[src/rtl/light_interval_timer.sv]
// light_interval_timer: programmable seconds timer on the timer side of the
// traffic-light controller handshake. A rising edge on start_timer loads the
// duration selected by interval, counts it down in TICK_DIV-cycle seconds and
// returns a single-cycle expired pulse. Durations are reprogrammed via prog_sync.
// Optional feature macro: TIMER_PAUSE_EN adds a pause input that freezes counting.
module light_interval_timer #(
   parameter int unsigned TICK_DIV = 4,
   parameter int unsigned CNT_W    = 4,
   parameter int unsigned DEF_BASE = 6,
   parameter int unsigned DEF_EXT  = 3,
   parameter int unsigned DEF_YEL  = 2
) (
   input  logic             clk,
   input  logic             g_reset,
   input  logic             start_timer,
   input  logic [1:0]       interval,
   input  logic             prog_sync,
   input  logic [1:0]       time_sel,
   input  logic [CNT_W-1:0] time_value,
`ifdef TIMER_PAUSE_EN
   input  logic             pause,
`endif
   output logic             expired,
   output logic             busy,
   output logic [CNT_W-1:0] remaining
);

   localparam int unsigned PW = $clog2(TICK_DIV);
   localparam logic [PW-1:0]    TICK_LAST = PW'(TICK_DIV - 1);
   localparam logic [CNT_W-1:0] BASE_DEF  = CNT_W'(DEF_BASE);
   localparam logic [CNT_W-1:0] EXT_DEF   = CNT_W'(DEF_EXT);
   localparam logic [CNT_W-1:0] YEL_DEF   = CNT_W'(DEF_YEL);

   typedef enum logic {StIdle, StCount} state_t;

   state_t           state_q, state_d;
   logic             start_q;
   logic [PW-1:0]    prescaler_q, prescaler_d;
   logic [CNT_W-1:0] remaining_q, remaining_d;
   logic             busy_q, busy_d;
   logic             expired_q, expired_d;
   logic [CNT_W-1:0] base_q, base_d;
   logic [CNT_W-1:0] ext_q, ext_d;
   logic [CNT_W-1:0] yel_q, yel_d;

   logic             start_edge;
   logic             tick;
   logic             hold;
   logic [CNT_W-1:0] load_val;

   assign start_edge = start_timer & ~start_q;
   assign tick       = (prescaler_q == TICK_LAST);

`ifdef TIMER_PAUSE_EN
   assign hold = pause;
`else
   assign hold = 1'b0;
`endif

   assign expired   = expired_q;
   assign busy      = busy_q;
   assign remaining = remaining_q;

   // Select the duration to load on a start edge; interval 11 loads zero.
   always_comb begin
      load_val = '0;
      case (interval)
         2'b00:   load_val = base_q;
         2'b01:   load_val = ext_q;
         2'b10:   load_val = yel_q;
         default: load_val = '0;
      endcase
   end

   // Next-state: programming beats a start edge, a start edge beats counting.
   always_comb begin
      state_d     = state_q;
      prescaler_d = prescaler_q;
      remaining_d = remaining_q;
      busy_d      = busy_q;
      expired_d   = 1'b0;
      base_d      = base_q;
      ext_d       = ext_q;
      yel_d       = yel_q;

      if (prog_sync) begin
         // A zero value restores that register's default.
         case (time_sel)
            2'b00:   base_d = (time_value == '0) ? BASE_DEF : time_value;
            2'b01:   ext_d  = (time_value == '0) ? EXT_DEF  : time_value;
            2'b10:   yel_d  = (time_value == '0) ? YEL_DEF  : time_value;
            default: ;
         endcase
         state_d     = StIdle;
         busy_d      = 1'b0;
         remaining_d = '0;
         prescaler_d = '0;
      end else if (start_edge) begin
         remaining_d = load_val;
         prescaler_d = '0;
         if (load_val != '0) begin
            state_d = StCount;
            busy_d  = 1'b1;
         end else begin
            state_d   = StIdle;
            busy_d    = 1'b0;
            expired_d = 1'b1;
         end
      end else if (state_q == StCount && !hold) begin
         if (tick) begin
            prescaler_d = '0;
            if (remaining_q == CNT_W'(1)) begin
               remaining_d = '0;
               busy_d      = 1'b0;
               state_d     = StIdle;
               expired_d   = 1'b1;
            end else begin
               remaining_d = remaining_q - 1'b1;
            end
         end else begin
            prescaler_d = prescaler_q + 1'b1;
         end
      end
   end

   // State and datapath registers with synchronous active-low reset.
   always_ff @(posedge clk) begin
      if (!g_reset) begin
         state_q     <= StIdle;
         start_q     <= 1'b0;
         prescaler_q <= '0;
         remaining_q <= '0;
         busy_q      <= 1'b0;
         expired_q   <= 1'b0;
         base_q      <= BASE_DEF;
         ext_q       <= EXT_DEF;
         yel_q       <= YEL_DEF;
      end else begin
         state_q     <= state_d;
         start_q     <= start_timer;
         prescaler_q <= prescaler_d;
         remaining_q <= remaining_d;
         busy_q      <= busy_d;
         expired_q   <= expired_d;
         base_q      <= base_d;
         ext_q       <= ext_d;
         yel_q       <= yel_d;
      end
   end

endmodule

[config.mk]
export PLATFORM = sky130hd
export DESIGN_NAME = light_interval_timer
export DESIGN_NICKNAME = d
export VERILOG_FILES = /design/src/rtl/light_interval_timer.sv
export SDC_FILE = /design/constraint.sdc
export NUM_CORES = 1
export LEC_CHECK = 0
export BUFFER_PORTS_ARGS = -buffer_cell sky130_fd_sc_hd__buf_4
export CAP_MARGIN = 10
export CORE_UTILIZATION = 30
export CTS_CLUSTER_DIAMETER = 60
export CTS_CLUSTER_SIZE = 25
export DETAILED_ROUTE_END_ITERATION = 10
export GPL_ROUTABILITY_DRIVEN = 0
export PLACE_DENSITY = 0.51
export SETUP_SLACK_MARGIN = 0.2
export SKIP_CTS_REPAIR_TIMING = 1
export SYNTH_ARGS = -nofsm -noshare
export SYNTH_HDL_FRONTEND = slang
export SYNTH_SLANG_ARGS = --single-unit
[constraint.sdc]
create_clock -name clk -period 1.8 [get_ports clk]
set_input_delay 0.18 -clock clk [delete_from_list [all_inputs] [get_ports clk]]
set_output_delay 0.18 -clock clk [all_outputs]
set_load 0.05 [all_outputs]
==> impl_summary.txt, run 1 <==
----------------------------------------------------
[STA]
  Accumulated negative setup slack ... 0 ps
  Highest clock rate ... 713.6 MHz
  Worst Slack Setup Final ... 398.7 ps
  Final hold violation count ... 0
  Setup repair after global routing missed its margin ... false
  Final Max Tran Viols ... 0
  Relative slew slack ... 66.16%
  Final-layout worst hold slack ... 103.5 ps
  Max Clock Skew ... 1.201 ps
  Final worst-path cycle share ... 77.85%
  Final count of negative-setup-slack endpoints ... 0
  Final critical path time including I/O delays and setup ... 1401 ps
  Least-Margin Pin Slew ... 506.6 ps

[Logic synthesis]
  Cell area after technology mapping ... 0.001047 mm^2
  Synth async-reset ratio ... 0%
  Sequential area share after synthesis ... 42.05%
  Primary FF master, synth ... sky130_fd_sc_hd__dfxtp_1
  Number of nets in the synthesized netlist ... 128
  Flop and latch count out of synthesis ... 22
  Number of enable-type register cells in the synthesized netlist ... 0
  Cells after Synth ... 113
  Number of distinct library cells after synthesis ... 26
  Mean area per synthesized cell ... 9.268 um^2
  Yosys Warn Count ... 0

[Route]
  Drt total wl ... 2.067 mm
  Routed met3 length ... 74 um
  Antenna-violating nets left ... 0
  Met1 WL ... 1.014 mm
  Via Count ... 836
  Iter 0 DRT Violations ... 29
  Total DRC errors in the routed layout ... 0
  WL per Instance ... 11.81 um
  Router iterations before antenna repair ... 4
  Highest metal layer used by the detailed router ... met4
  Met2 routed WL ... 958 um
  Drt via density ... 4.777

[Clock tree]
  Clock buffer count from CTS ... 3
  CTS Root Buffer Type ... sky130_fd_sc_hd__clkbuf_4
  Clock transition at the registers of the reported paths ... 120 ps
  TritonCTS clock tree ... built
  H-tree lvl count ... 1
  Clock net sink count ... 22
  Maximum buffer depth of the clock tree ... 2
  Insertion delay of the later-clocked pin in the worst-skew pair ... 300 ps

[Global routing]
  Grt ovf ... 0
  Wire length of the first global-routing pass ... 3.387 mm
  Overall routing resource usage ... 12.57%
  Largest net degree at the start of global routing ... 15
  Via count of the first global-routing pass ... 758
  Initial antenna violation count ... 0

[Power]
  Fraction of power spent switching nets ... 25.45%
  Sequential cell fraction of total power ... 56.1%
  Maximum vdd drop ... 234.4 uV
  Internal power ... 0.6905 mW
  Net switching power ... 0.2358 mW
  Combinational fraction of design power ... 15.3%
  Leakage power ... 0.5215 nW
  Clock share of power ... 28.7%
  Power density cells ... 740.3 mW/mm^2

[Final layout]
  Fraction of final layout cells with drive strength greater than 1 ... 20.93%
  Total non-filler cell area in the finished layout ... 0.001251 mm^2
  Post-synthesis to final-layout area growth ... 19.47%
  Post-layout net count ... 145
  Flip-flop and latch area ... 442.9 um^2
  Multi-input logic area ... 575.6 um^2
  Fill cell total of the finished layout ... 369
  Number of inserted diodes ... 0

[Setup path]
  CP Launch Type ... register
  Start point of the critical path ... remaining[1]$_SDFFE_PP0P_
  Arrival time at the worst endpoint ... 1630 ps
  Classification of the worst setup path ... register to register
  CP max FO ... 4
  CP Capture Type ... register
  Crit path required time ... 2030 ps
  Endpoint of the lowest-slack register-to-register path ... busy$_SDFFE_PP0P_
  Setup slack, reg-to-reg ... 400 ps
  FF-to-FF Start ... remaining[1]$_SDFFE_PP0P_
  Worst reg2reg path depth ... 6
  Capture point of the worst path ... busy$_SDFFE_PP0P_

[Floorplan]
  Area of the placeable core ... 0.003337 mm^2
  Effective utilization at floorplan ... 31.38%
  Placement Rows ... 21
  Die extent in x ... 61.09 um
  Die area ... 0.003731 mm^2
  Io pins ... 18
  Height of the chip ... 61.09 um

[Placement]
  Post-placement worst setup slack ... 294.3 ps
  HPWL after DPL ... 1.611 mm
  Area after DPL ... 0.001207 mm^2
  Port Buffers ... 17

[Outcome]
  Outcome ... completed

[Flow run]
  Max_cap viols ... 0

[Worst hold path]
  Worst min path class ... input pin to register

----------------------------------------------------
kinds of logic (layout without fill, tap and decap cells):
family | count (synthesis) | count (layout) | synth area share (%)
AND/OR/NAND/NOR | 47 | 47 | 23.78
flip-flops | 22 | 22 | 42.05
AO/OA/AOI/OAI | 20 | 20 | 14.46
multiplexers | 13 | 13 | 12.42
buffers and inverters | 8 | 24 | 3.703
adder cells (fa/ha/maj) | 3 | 3 | 3.585
metrics by stage:
| step | util [%] | power (mW) | instances |
|---|---|---|---|
| 3_3_place_gp | 36.18 | 0.6708 | 171 |
| 4_1_cts | 37.27 | 0.9452 | 175 |
| 5_1_grt | 37.50 | 0.9801 | 175 |
| 2_1_floorplan | - | 0.6229 | 113 |
| 3_5_place_dp | 36.18 | 0.6725 | 171 |
| 6_report | 37.50 | 0.9262 | 175 |
cell type report:
cell class              instances  area share [%]
clock buffers                   4           2.900
flip-flops and latches         22           35.40
inverters                       3          0.9000
well taps                      46           4.600
repair buffers                 17           10.20
multi-input cells              83           46.00
Yosys cell counts, drive strengths merged, types with 4 or more instances:
master / number / area [um^2]
dfxtp: 22 / 440.4
mux2i: 13 / 130.1
nor2: 10 / 37.54
nor2b: 9 / 56.30
nand2: 8 / 30.03
nor3: 8 / 40.04
a21oi: 5 / 25.02
o211ai: 5 / 37.54
o2bb2ai: 4 / 35.03
flip-flops by register name, summed over array words and instances, names as in the netlist, 2 cells and up:
signal	cells
yel_q	4
ext_q	4
prescaler_q	2
base_q	4
remaining	4
power groups by stage:
| stage | registers [mW] | logic (mW) | clock network (mW) |
|---|---|---|---|
| final | 0.519 | 0.141 | 0.265 |
| after floorplan | 0.544 | 0.0791 | 0 |
| after global routing | 0.523 | 0.157 | 0.301 |
| after global placement | 0.530 | 0.141 | 0 |
| after detailed placement | 0.530 | 0.142 | 0 |
| after CTS | 0.519 | 0.143 | 0.283 |
routing by layer:
metal  up-vias  track usage (%)
li1        436                -
met1       381            15.34
met2        17            21.27
met3         2            2.521
met4         0            5.844
met5         -                0
worst max-delay path, cell delays in order (launching register included):
cell and delay, ps:
sky130_fd_sc_hd__dfxtp_2 370, sky130_fd_sc_hd__inv_1 60, sky130_fd_sc_hd__ha_1 190, sky130_fd_sc_hd__nor3b_2 180
sky130_fd_sc_hd__a31oi_1 290, sky130_fd_sc_hd__nand2_1 90, sky130_fd_sc_hd__a21oi_1 150
worst min path at each step:
| stage | from | endpoint | slack (ps) | cells after the start |
|---|---|---|---|---|
| 2_1_floorplan | start_timer | start_q$_SDFF_PN0_ | 300 | 1 |
| 3_3_place_gp | start_timer | start_q$_SDFF_PN0_ | 410 | 2 |
| 3_5_place_dp | start_timer | start_q$_SDFF_PN0_ | 410 | 2 |
| 4_1_cts | start_timer | start_q$_SDFF_PN0_ | 90 | 2 |
| 5_1_grt | start_timer | start_q$_SDFF_PN0_ | 100 | 2 |
| 6_report | start_timer | start_q$_SDFF_PN0_ | 100 | 2 |
cell usage in the layout (no fill, tap or decap):
cell type / Yosys / routed
sky130_fd_sc_hd__nor2b_1: 9 / 9
sky130_fd_sc_hd__dfxtp_2: 0 / 2
sky130_fd_sc_hd__mux2i_1: 13 / 13
sky130_fd_sc_hd__inv_1: 3 / 3
sky130_fd_sc_hd__nor3_1: 8 / 8
sky130_fd_sc_hd__a311oi_1: 1 / 1
sky130_fd_sc_hd__nand2_1: 8 / 8
sky130_fd_sc_hd__nor4_1: 1 / 1
sky130_fd_sc_hd__clkbuf_4: 0 / 3
sky130_fd_sc_hd__a31oi_1: 1 / 1
sky130_fd_sc_hd__nand2b_1: 3 / 3
sky130_fd_sc_hd__clkbuf_8: 0 / 1
sky130_fd_sc_hd__a211oi_1: 3 / 3
sky130_fd_sc_hd__dfxtp_1: 22 / 20
sky130_fd_sc_hd__and2_1: 1 / 1
sky130_fd_sc_hd__o41ai_2: 1 / 1
sky130_fd_sc_hd__o2bb2ai_1: 4 / 4
sky130_fd_sc_hd__ha_1: 3 / 2
sky130_fd_sc_hd__ha_2: 0 / 1
sky130_fd_sc_hd__nand3_1: 2 / 2
sky130_fd_sc_hd__nor2_1: 10 / 10
sky130_fd_sc_hd__nor3b_2: 1 / 2
sky130_fd_sc_hd__or3b_1: 1 / 1
sky130_fd_sc_hd__o211ai_1: 5 / 5
sky130_fd_sc_hd__a21oi_1: 5 / 5
sky130_fd_sc_hd__nand3b_1: 2 / 2
sky130_fd_sc_hd__buf_4: 0 / 17
No activity file was read; power rests on OpenSTA's default activity.
==> inputs of run 2 (changes only) <==
==> constraint.sdc (replaced) <==
create_clock -name clk -period 1.3 [get_ports clk]
set_input_delay 0.13 -clock clk [delete_from_list [all_inputs] [get_ports clk]]
set_output_delay 0.13 -clock clk [all_outputs]
set_load 0.05 [all_outputs]
==> impl_summary.txt, run 2 (synthesis gave the netlist of run 1 again) <==
----------------------------------------------------
[Setup path]
  Endpoint of the lowest-slack register-to-register path ... expired$_SDFF_PP0_
  Crit path required time ... 1550 ps (-480 ps)
  Start point of the critical path ... yel_q[2]$_SDFFE_PN0P_
  FF-to-FF Start ... yel_q[2]$_SDFFE_PN0P_
  Classification of the worst setup path ... register to register
  CP Capture Type ... register
  CP max FO ... 3 (-1)
  Arrival time at the worst endpoint ... 1530 ps (-100 ps)
  Setup slack, reg-to-reg ... 20 ps (-380 ps)
  CP Launch Type ... register
  Worst reg2reg path depth ... 4 (-2)
  Capture point of the worst path ... expired$_SDFF_PP0_

[Route]
  Antenna-violating nets left ... 0 (unchanged)
  Router iterations before antenna repair ... 4 (unchanged)
  Drt total wl ... 2.319 mm (+12%)
  Iter 0 DRT Violations ... 15 (-48%)
  WL per Instance ... 12.81 um (+8.5%)
  Drt via density ... 4.890 (+2.4%)
  Via Count ... 885 (+5.9%)
  Total DRC errors in the routed layout ... 0 (unchanged)

[Flow run]
  Max_cap viols ... 0 (unchanged)

[Placement]
  Port Buffers ... 17 (unchanged)
  Area after DPL ... 0.001289 mm^2 (+6.7%)
  HPWL after DPL ... 1.678 mm (+4.2%)
  Placed cells ... 175 (+2.3%)

[Floorplan]
  Placement Rows ... 21 (unchanged)
  Io pins ... 18 (unchanged)
  Height of the chip ... 61.09 um (unchanged)
  Area of the placeable core ... 0.003337 mm^2 (unchanged)
  Die extent in x ... 61.09 um (unchanged)
  Effective utilization at floorplan ... 31.38% (unchanged)
  Die area ... 0.003731 mm^2 (unchanged)

[Clock tree]
  H-tree lvl count ... 1 (unchanged)
  Clock transition at the registers of the reported paths ... 120 ps (about the same)
  TritonCTS clock tree ... built
  CTS Root Buffer Type ... sky130_fd_sc_hd__clkbuf_4
  Clock buffer count from CTS ... 3 (unchanged)
  Insertion delay of the later-clocked pin in the worst-skew pair ... 310 ps (about the same)
  Clock net sink count ... 22 (unchanged)
  Maximum buffer depth of the clock tree ... 2 (unchanged)

[STA]
  Max Clock Skew ... 7.637 ps (+6.437 ps)
  Accumulated negative setup slack ... 0 ps (unchanged)
  Setup repair after global routing missed its margin ... true
  Highest clock rate ... 779.4 MHz (+9.2%)
  Least-Margin Pin Slew ... 457.1 ps (-49.51 ps)
  Final Max Tran Viols ... 0 (unchanged)
  Final count of negative-setup-slack endpoints ... 0 (unchanged)
  Final critical path time including I/O delays and setup ... 1283 ps (-118.3 ps)
  Final worst-path cycle share ... 98.70% (+21 points)
  Final hold violation count ... 0 (unchanged)
  Relative slew slack ... 69.46% (+3.3 points)
  Final-layout worst hold slack ... 20.57 ps (-82.95 ps)

[Global routing]
  Grt ovf ... 0 (unchanged)
  Via count of the first global-routing pass ... 779 (+2.8%)
  Overall routing resource usage ... 13.43% (+0.86 points)
  Initial antenna violation count ... 0 (unchanged)
  Largest net degree at the start of global routing ... 15 (unchanged)
  Wire length of the first global-routing pass ... 3.574 mm (+5.5%)

[Power]
  Leakage power ... 0.5618 nW (+7.7%)
  Maximum vdd drop ... 314.5 uV (+34%)
  Power density cells ... 902.9 mW/mm^2 (+22%)

[Final layout]
  Most common cell after layout, fill and taps aside ... sky130_fd_sc_hd__buf_4
  Fraction of final layout cells with drive strength greater than 1 ... 41.48% (+21 points)
  Most used cells in the layout excluding fill and tap cells ... sky130_fd_sc_hd__buf_4 (21), sky130_fd_sc_hd__dfxtp_1 (13), sky130_fd_sc_hd__mux2i_1 (11)
  Post-layout net count ... 151 (+4.1%)
  Number of inserted diodes ... 0 (unchanged)
  Post-synthesis to final-layout area growth ... 36.20%
  Final std cells w/o fill ... 181 (+3.4%)
  Post-route core utilization ... 42.74% (+5.2 points)
  Total non-filler cell area in the finished layout ... 0.001426 mm^2 (+14%)

[Worst hold path]
  Worst min path class ... input pin to register
  Worst hold path depth ... 2 (unchanged)

[Outcome]
  Outcome ... completed

----------------------------------------------------
## run 2: per-layer routing
layer	GRT usage, %	wire length (um)
met5	0	0
met4	8.442	49
met3	2.941	119
met2	19.10	1029
met1	18.37	1120
## run 2: area by class of cell
type	count	area [um^2]
tap	46	57.56
clock buffer	4	26.28
multi-input combinational	83	691.9
timing repair buffer	23	180.2
inverter	3	13.76
fill	341	1911
sequential	22	456.7
## run 2: worst min path at each step
stage,from,to,slack [ps]
floorplan,start_timer,start_q$_SDFF_PN0_,250
global placement,start_timer,start_q$_SDFF_PN0_,350
detailed placement,start_timer,start_q$_SDFF_PN0_,350
CTS,start_timer,start_q$_SDFF_PN0_,10
global route,start_timer,start_q$_SDFF_PN0_,7
finish,start_timer,start_q$_SDFF_PN0_,20
## run 2: per-stage QoR
| step | power, mW | worst slack (ps) |
|---|---|---|
| after CTS | 1.271 | -69.54 |
| after global routing | 1.360 | -85.60 |
| after detailed placement | 0.9423 | -81.70 |
| after global placement | 0.9417 | 6.100 |
| after floorplan | 0.8667 | 31.09 |
| final | 1.288 | 16.94 |
## run 2: worst max-delay path, cell delays in order, from the launching register on
cell and delay, ps:
sky130_fd_sc_hd__dfxtp_2 350, sky130_fd_sc_hd__mux2i_2 180, sky130_fd_sc_hd__o2bb2ai_2 100, sky130_fd_sc_hd__o41ai_4 360, sky130_fd_sc_hd__nor3b_2 230
## run 2: power by group
part / internal, mW / switching (mW) / leakage (nW) / total, mW
registers: 0.699 / 0.0242 / 0.183 / 0.723
clock network: 0.120 / 0.211 / 0.0150 / 0.331
logic: 0.107 / 0.126 / 0.363 / 0.233
total: 0.926 / 0.362 / 0.562 / 1.29
